## config.mk

```make
export PLATFORM = sky130hd
export DESIGN_NAME = seg_dec_entry
export DESIGN_NICKNAME = d
export VERILOG_FILES = /design/src/rtl/seg_dec_entry.sv
export SDC_FILE = /design/constraint.sdc
export NUM_CORES = 1
export LEC_CHECK = 0
export ABC_CLOCK_PERIOD_IN_PS = 14500
export BUFFER_PORTS_ARGS = -buffer_cell sky130_fd_sc_hd__buf_2
export CAP_MARGIN = 20
export CORE_ASPECT_RATIO = 1.5
export CORE_MARGIN = 1
export CORE_UTILIZATION = 50
export DETAILED_ROUTE_END_ITERATION = 16
export PLACE_DENSITY = 0.67
export SLEW_MARGIN = 20
export SYNTH_ARGS = -nofsm -noshare
export SYNTH_HDL_FRONTEND = slang
export SYNTH_SLANG_ARGS = --single-unit
export TNS_END_PERCENT = 20
```

## constraint.sdc

```tcl
create_clock -name clk -period 14.5 [get_ports clk]
set_input_delay 1.45 -clock clk [delete_from_list [all_inputs] [get_ports clk]]
set_output_delay 1.45 -clock clk [all_outputs]
set_load 0.05 [all_outputs]
```

## src/rtl/seg_dec_entry.sv

```systemverilog
// seg_dec_entry: four-digit decimal entry from two push buttons.
// Button 0 moves the cursor from IDLE through SEL_1..SEL_DIGITS and back to IDLE.
// Leaving SEL_DIGITS loads the entered number onto count_value.
// Button 1 increments the selected digit, modulo 10.
// The digits are shown on four active-low 7-segment outputs.
// Optional feature: define SEG_DP_CURSOR_EN to light the decimal point on the
// digit under the cursor. When it is undefined, dp stays dark on every output.
// cursor_state exposes the cursor FSM (0 = IDLE, k = SEL_k) for observation.
module seg_dec_entry #(
  parameter int DIGITS = 4
) (
  input  logic        clk,
  input  logic        rst,
  input  logic [1:0]  btn,
  output logic [7:0]  seg0,
  output logic [7:0]  seg1,
  output logic [7:0]  seg2,
  output logic [7:0]  seg3,
  output logic [13:0] count_value,
  output logic [2:0]  cursor_state
);

  // Cursor encoding: the state value equals k for SEL_k, and 0 for IDLE.
  localparam logic [2:0] ST_IDLE = 3'd0;
  localparam logic [2:0] ST_SEL1 = 3'd1;
  localparam logic [2:0] ST_LAST = 3'(DIGITS);

  // Segment patterns for bits 6:0 (g..a), active low.
  function automatic logic [6:0] seg_code(input logic [3:0] v);
    logic [6:0] c;
    c = 7'h7F;
    case (v)
      4'd0: c = 7'h40;
      4'd1: c = 7'h79;
      4'd2: c = 7'h24;
      4'd3: c = 7'h30;
      4'd4: c = 7'h19;
      4'd5: c = 7'h12;
      4'd6: c = 7'h02;
      4'd7: c = 7'h78;
      4'd8: c = 7'h00;
      4'd9: c = 7'h10;
      default: c = 7'h7F;
    endcase
    return c;
  endfunction

  // ---------------------------------------------------------------------------
  // Input conditioning
  // ---------------------------------------------------------------------------
  logic [1:0] btn_meta;
  logic [1:0] btn_sync;
  logic [1:0] btn_prev;
  logic [1:0] press;

  // Two-flop synchronizer, plus a delayed copy for falling-edge detection.
  // Everything resets to the released (high) level, so a button that is
  // already held when reset ends does not register as a press.
  always_ff @(posedge clk or negedge rst) begin
    if (!rst) begin
      btn_meta <= 2'b11;
      btn_sync <= 2'b11;
      btn_prev <= 2'b11;
    end else begin
      btn_meta <= btn;
      btn_sync <= btn_meta;
      btn_prev <= btn_sync;
    end
  end

  // Registered press pulse: one cycle long for each high-to-low transition.
  always_ff @(posedge clk or negedge rst) begin
    if (!rst) begin
      press <= 2'b00;
    end else begin
      press <= btn_prev & ~btn_sync;
    end
  end

  logic next_pulse;
  logic inc_pulse;
  assign next_pulse = press[0];
  assign inc_pulse  = press[1];

  // ---------------------------------------------------------------------------
  // Cursor FSM and digit registers
  // ---------------------------------------------------------------------------
  logic [2:0]  state;
  logic [3:0]  digit [4];
  logic [2:0]  sel_idx;
  logic [13:0] entered;

  // SEL_k edits digit DIGITS-k, so the first digit entered is the most
  // significant one. In IDLE this value is never used.
  assign sel_idx = ST_LAST - state;

  // Binary value of the digits, accumulated from the MSB down.
  always_comb begin
    entered = 14'd0;
    for (int i = 3; i >= 0; i--) begin
      if (i < DIGITS) begin
        entered = entered * 14'd10 + {10'd0, digit[i]};
      end
    end
  end

  // Cursor movement, digit editing and load. Button 0 takes priority over
  // button 1 when both pulse in the same cycle.
  always_ff @(posedge clk or negedge rst) begin
    if (!rst) begin
      state       <= ST_IDLE;
      count_value <= 14'd0;
      for (int i = 0; i < 4; i++) begin
        digit[i] <= 4'd0;
      end
    end else if (next_pulse) begin
      if (state == ST_IDLE) begin
        state <= ST_SEL1;
        for (int i = 0; i < 4; i++) begin
          digit[i] <= 4'd0;
        end
      end else if (state == ST_LAST) begin
        // The digits are kept so the loaded number stays on the display.
        state       <= ST_IDLE;
        count_value <= entered;
      end else begin
        state <= state + 3'd1;
      end
    end else if (inc_pulse && (state != ST_IDLE)) begin
      for (int i = 0; i < 4; i++) begin
        if (sel_idx == 3'(i)) begin
          digit[i] <= (digit[i] >= 4'd9) ? 4'd0 : digit[i] + 4'd1;
        end
      end
    end
  end

  assign cursor_state = state;

  // ---------------------------------------------------------------------------
  // Segment outputs
  // ---------------------------------------------------------------------------
  logic [7:0] seg_nxt [4];
  logic [7:0] seg_q   [4];

  // Next segment image. Positions beyond DIGITS are blank.
  always_comb begin
    for (int i = 0; i < 4; i++) begin
      seg_nxt[i] = 8'hFF;
      if (i < DIGITS) begin
`ifdef SEG_DP_CURSOR_EN
        seg_nxt[i] = {!((state != ST_IDLE) && (sel_idx == 3'(i))), seg_code(digit[i])};
`else
        seg_nxt[i] = {1'b1, seg_code(digit[i])};
`endif
      end
    end
  end

  // Segment outputs are registered, one cycle behind the digit registers.
  always_ff @(posedge clk or negedge rst) begin
    if (!rst) begin
      for (int i = 0; i < 4; i++) begin
        seg_q[i] <= (i < DIGITS) ? 8'hC0 : 8'hFF;
      end
    end else begin
      for (int i = 0; i < 4; i++) begin
        seg_q[i] <= seg_nxt[i];
      end
    end
  end

  assign seg0 = seg_q[0];
  assign seg1 = seg_q[1];
  assign seg2 = seg_q[2];
  assign seg3 = seg_q[3];

endmodule

```

# After elaboration in Yosys (flattened, before gate mapping)
# Memories as Yosys holds them, arrays and structs flattened. A register that Yosys moved wholly into a read port is not among the register bits.
# Cells that the tools add are included.
[word_totals]
output_inout_bits = 49
rom_bits = 448
wordCells = 69
memories = 4
register_bits = 41
inputBits = 4
[op_classes]
eq_ne = 5
n_mul = 3
n_bitwise = 3
order_cmp = 4
n_reduce_logical = 18
n_addsub = 9
muxes = 13
[mem_list]
columns = ["name", "words", "width", "read_ports", "rd_clocked_by_memory_dff", "write_ports", "line_no", "source"]
rows = [
  ["(name not given)", 16, 7, 1, 1, 0, "32", "case (v)"],
  ["(name not given)", 16, 7, 1, 1, 0, "32", ""],
  ["(name not given)", 16, 7, 1, 1, 0, "32", ""],
  ["(name not given)", 16, 7, 1, 1, 0, "32", ""],
]
[op_table]
columns = ["operator", "n"]
rows = [
  ["16-bit two-way mux", 3],
  ["4-bit two-way mux", 8],
  ["4-bit by 1-bit adder with 4-bit output, second input constant", 4],
  ["4-bit >= comparator, second input constant", 4],
  ["3-bit AND reduction", 5],
  ["13-bit by 4-bit adder with 14-bit output", 1],
  ["14-bit by 4-bit adder with 14-bit output", 1],
  ["14-bit by 3-bit multiplier with 13-bit output, second input constant", 1],
  ["9-bit by 3-bit multiplier with 12-bit output, second input constant", 1],
  ["2-bit nonzero test", 5],
  ["8-bit by 4-bit adder with 9-bit output", 1],
  ["4-bit by 3-bit multiplier with 7-bit output, second input constant", 1],
  ["3-bit by 2-bit == test with 1-bit output, second input constant", 2],
  ["3-bit zero test", 2],
  ["3-bit two-way mux", 2],
  ["1-bit zero test", 4],
  ["3-bit by 1-bit adder with 3-bit output, second input constant", 1],
  ["3-bit by 1-bit == test with 1-bit output, second input constant", 1],
  ["3-bit == test, second input constant", 1],
  ["3-bit nonzero test", 1],
  ["3-bit subtractor, first input constant", 1],
  ["2-bit AND", 1],
  ["2-bit by 1-bit != test with 1-bit output, second input constant", 1],
  ["2-bit inverter", 1],
  ["other kinds (2)", 2],
]

# Depth between registers and ports, before layout
[logic_depth]
ltp_word = 6
ltp_mapped = 23
mapped_depth_nobuf = 23

# Worst setup path before layout
# Ideal clock, no wire load.
[synth_timing]
path_type = "reg-to-reg"
start = "reg digit[1] (netlist name)"
end = "reg count_value[13]"
synth_period_minus_slack_ps = 5430
slack_ps = 9070
stages_incl_launch_ff = 23
setup_time_ps = 130
arrival_ps = 5299
required_ps = 14370
cell_sequence = "dfrtp_1 ha_1 ha_1 fa_1 o211ai_1 nor2_1 xnor2_1 ha_1 ha_1 a211oi_1 nor2_1 xor2_1 xor2_1 ha_1 ha_1 and2b_1 or3b_1 o311ai_2 and4_1 nand4_2 xnor2_1 xnor2_1 o21ai_1"
[synth_via]
elab_chain_len = 6
[synth_rtl]
columns = ["item", "line_no", "source"]
rows = [
  ["start, declared", "89", "logic [3:0] digit [4];"],
  ["start signal, assigned by index", "132", "digit[i] <= (digit[i] >= 4'd9) ? 4'd0 : digit[i] + 4'd1;"],
  ["4-bit by 3-bit multiplier with 7-bit output", "102", "entered = entered * 14'd10 + {10'd0, digit[i]};"],
  ["8-bit by 4-bit adder with 9-bit output", "102", ""],
  ["9-bit by 3-bit multiplier with 12-bit output", "102", ""],
  ["13-bit by 4-bit adder with 14-bit output", "102", ""],
  ["14-bit by 3-bit multiplier with 13-bit output", "102", ""],
  ["14-bit by 4-bit adder with 14-bit output", "102", ""],
  ["end signal, assigned", "125", "count_value <= entered;"],
  ["end, declared", "19", "output logic [13:0] count_value,"],
]
# Every way passes these cells.
# A chain may end at the register's enable or synchronous reset.

# Worst setup path in the final report
[layout_timing]
start = "reg digit[3] (netlist name)"
end = "reg count_value[13]"
# The elaborated chain is that of the path after synthesis.

==> results.cfg <==
[worst_setup_path]
crit_type = reg -> reg
cp-end-kind = flop
cp_max_fo = 13
worstPathArrival_ns = 6.06
crit_path_start_kind = flop
cp.required_ns = 14.69

[floorplanning]
start_util_pct = 51.2
row_count = 44
fp.dieH_um = 124
ios = 53
core_area_um2 = 9630
fp.dieW_um = 83.1
dieArea_um2 = 10300

[timing]
clock_skew_ns = 0.00635
worst_slew_pin_slew_ns = 0.840
max_slew_margin_pct = 44.0
clock.fmax_mhz = 170
fin_crit_sh_pct = 40.5
rsz0062_at_grt = false
slew_violations = 0
post-route-min-period_ns = 5.87
hold_viol = 0
setup_viol = 0
tns_ns = 0

[grt]
antenna_found_initial = 0
grt_pass1_vias = 3618
track_usage_pct = 18.6
grt.overflow.total = 0
grt_max_degree = 70
grt_pass1_wl_mm = 15.5

[yosys]
ys_types = 60
netlist.area_leader.share_pct = 29.9
synth_enable_flop_cells = 0
syn_inst = 522
synth_fa_ha_area_share_pct = 21.0
synth_compound_area_share_pct = 17.0
synth_ff_type = dfrtp_1
syn_area_per_cell_um2 = 9.45
synth_top_family_by_area = adder cells
synthSimpleGateAreaFrac_pct = 14.7
ys_ff_latch = 69
yosys-mux-area-fraction_pct = 1.73
syn_area_um2 = 4930
synthArstFlopShare_pct = 100
synthTopCellsByCount = 73 x ha_1, 61 x nand2_1, 59 x dfrtp_1, 52 x o21ai_0, 39 x nor2_1
synthMostInstantiatedCell = ha_1
synth_xor_area_share_pct = 6.90
synth_area_leader_cell = dfrtp_1
yosys_warnings = 0
yosysSeqAreaShare_pct = 35.3
ys_top_cells_by_area = dfrtp_1 30%, ha_1 19%, dfstp_2 5.3%

[job]
cap_violations = 0

[route]
vias = 3780
via_per_inst = 5.49
postRouteAntennaNets = 0
drtIter0Drc = 116
wl_per_cell_um = 13.3
drc = 0
dr.pass1.iters = 4
drt-total-wl_mm = 9.13

[placement]
hpwl_mm = 6.94
placed_area_um2 = 5260
place_congestion = 0.840
portBuffers = 48

[clock_tree]
root_buffer = clkbuf_16
clock-sinks = 69
max-clock-path-buffers = 2
cts_tree = done
clkTransAtPathRegs_ns = 0.05
post-cts-setup-buffers = 0
cts-buffers-inserted = 9
htreeDepth = 3
ctsResizeCount = 0
worstSkewPairLatency_ns = 0.34
postCtsHoldBufs = 0

[layout]
drive_gt1_share_pct = 15.7
diodes = 0
multi_input_area_um2 = 3040
nets = 652
nFillCells = 852
syn2layout_area_growth_pct = 12.6
seqCellArea_um2 = 1740
final_cell_area_um2 = 5550

[min_path]
hold_path.class = reg -> reg

[run_status]
outcome = complete, no violations
==> worst paths after layout <==
path | from | endpoint | slack, ns | depth (start not counted)
max reg2reg | digit[3] | count_value[13] | 8.63 | 22
min reg2reg | btn_meta[1] | btn_sync[1] | 0.36 | 0
min | btn_meta[1] | btn_sync[1] | 0.36 | 0
max | digit[3] | count_value[13] | 8.63 | 22
max in group asynchronous | rst | count_value[5] | 12.64 | 2
min in group asynchronous | rst | seg3[3] | 1.29 | 2
==> per-stage QoR <==
step	util (%)	setup slack (ns)	hold slack [ns]	cells
after floorplan	-	9.07	0.345	525
after global placement	54.6	8.78	0.346	673
after detailed placement	54.6	8.60	0.348	673
after CTS	57.6	8.59	0.357	688
after global routing	57.6	8.07	0.362	688
final	57.6	8.63	0.355	688
==> logic make-up after synthesis <==
kind of cell	after synthesis
xor gates and xnor gates	38
adders and majority gates	79
DFF	69
buffers and inverters	41
muxes	8
AOI/OAI and AO/OA	136
other	1
and+or+nand+nor	150
==> cell type report <==
cell class / instances / area share [%]
Timing Repair Buffer: 49 / 4.46
Clock buffer: 11 / 4.37
Sequential cell: 69 / 31.3
Inverter: 25 / 1.69
Multi-Input combinational cell: 415 / 54.7
Tap cell: 115 / 2.59
Clock inverter: 4 / 0.879
==> per-layer routing <==
metal,GRT usage [%],share of wire [%],vias to the layer above
li1,-,-,1917
met4,8.30,2.0,0
met1,20.1,42,1810
met3,3.51,2.3,13
met2,35.3,53,40
met5,0,0,-
==> placed cells by master, fill, tap and decap left out, types with 2 or more instances in the layout <==
cell type	instances
a211o_1	3
a211oi_1	6
a21o_1	11
a21oi_1	28
a22o_1	3
a31oi_1	2
a41oi_1	2
and2_1	2
buf_2	48
clkbuf_16	9
clkinv_2	2
conb_1	4
dfrtp_1	59
dfstp_2	10
fa_1	6
ha_1	73
inv_1	25
mux2_2	4
mux2i_1	4
nand2_1	61
nand2b_1	8
nand3_1	7
nor2_1	39
nor2b_1	6
nor3_1	5
o211ai_1	3
o21a_1	3
o21ai_0	52
o21ai_1	9
o22ai_1	2
o31ai_1	3
or2_2	4
or4_1	2
xnor2_1	24
xor2_1	13
==> flip-flops by register name, indices dropped and copies added, names as in the netlist <==
name          flops
cursor_state      3
btn_meta          2
btn_prev          2
seg0              7
digit            16
press             2
seg1              7
btn_sync          2
count_value      14
seg2              7
seg3              7
==> critical path, stage by stage, from the launching register on <==
cell and delay, ns:
dfrtp_1 0.55, ha_1 0.31, ha_1 0.22, fa_1 0.54, o211ai_1 0.14, nor2_1 0.13
xnor2_1 0.16, ha_1 0.27, ha_1 0.25, a211oi_1 0.36, nor2_1 0.11, xor2_1 0.26
xor2_1 0.23, ha_1 0.27, ha_1 0.38, and2b_1 0.24, or3b_1 0.37, o311ai_2 0.11
and4_1 0.29, nand4_2 0.11, xnor2_1 0.20, xnor2_1 0.14, o21ai_1 0.07
Power is left out: the tool's default activity adds up to more than one toggle a clock period on the data nets, which glitch-free logic cannot reach.
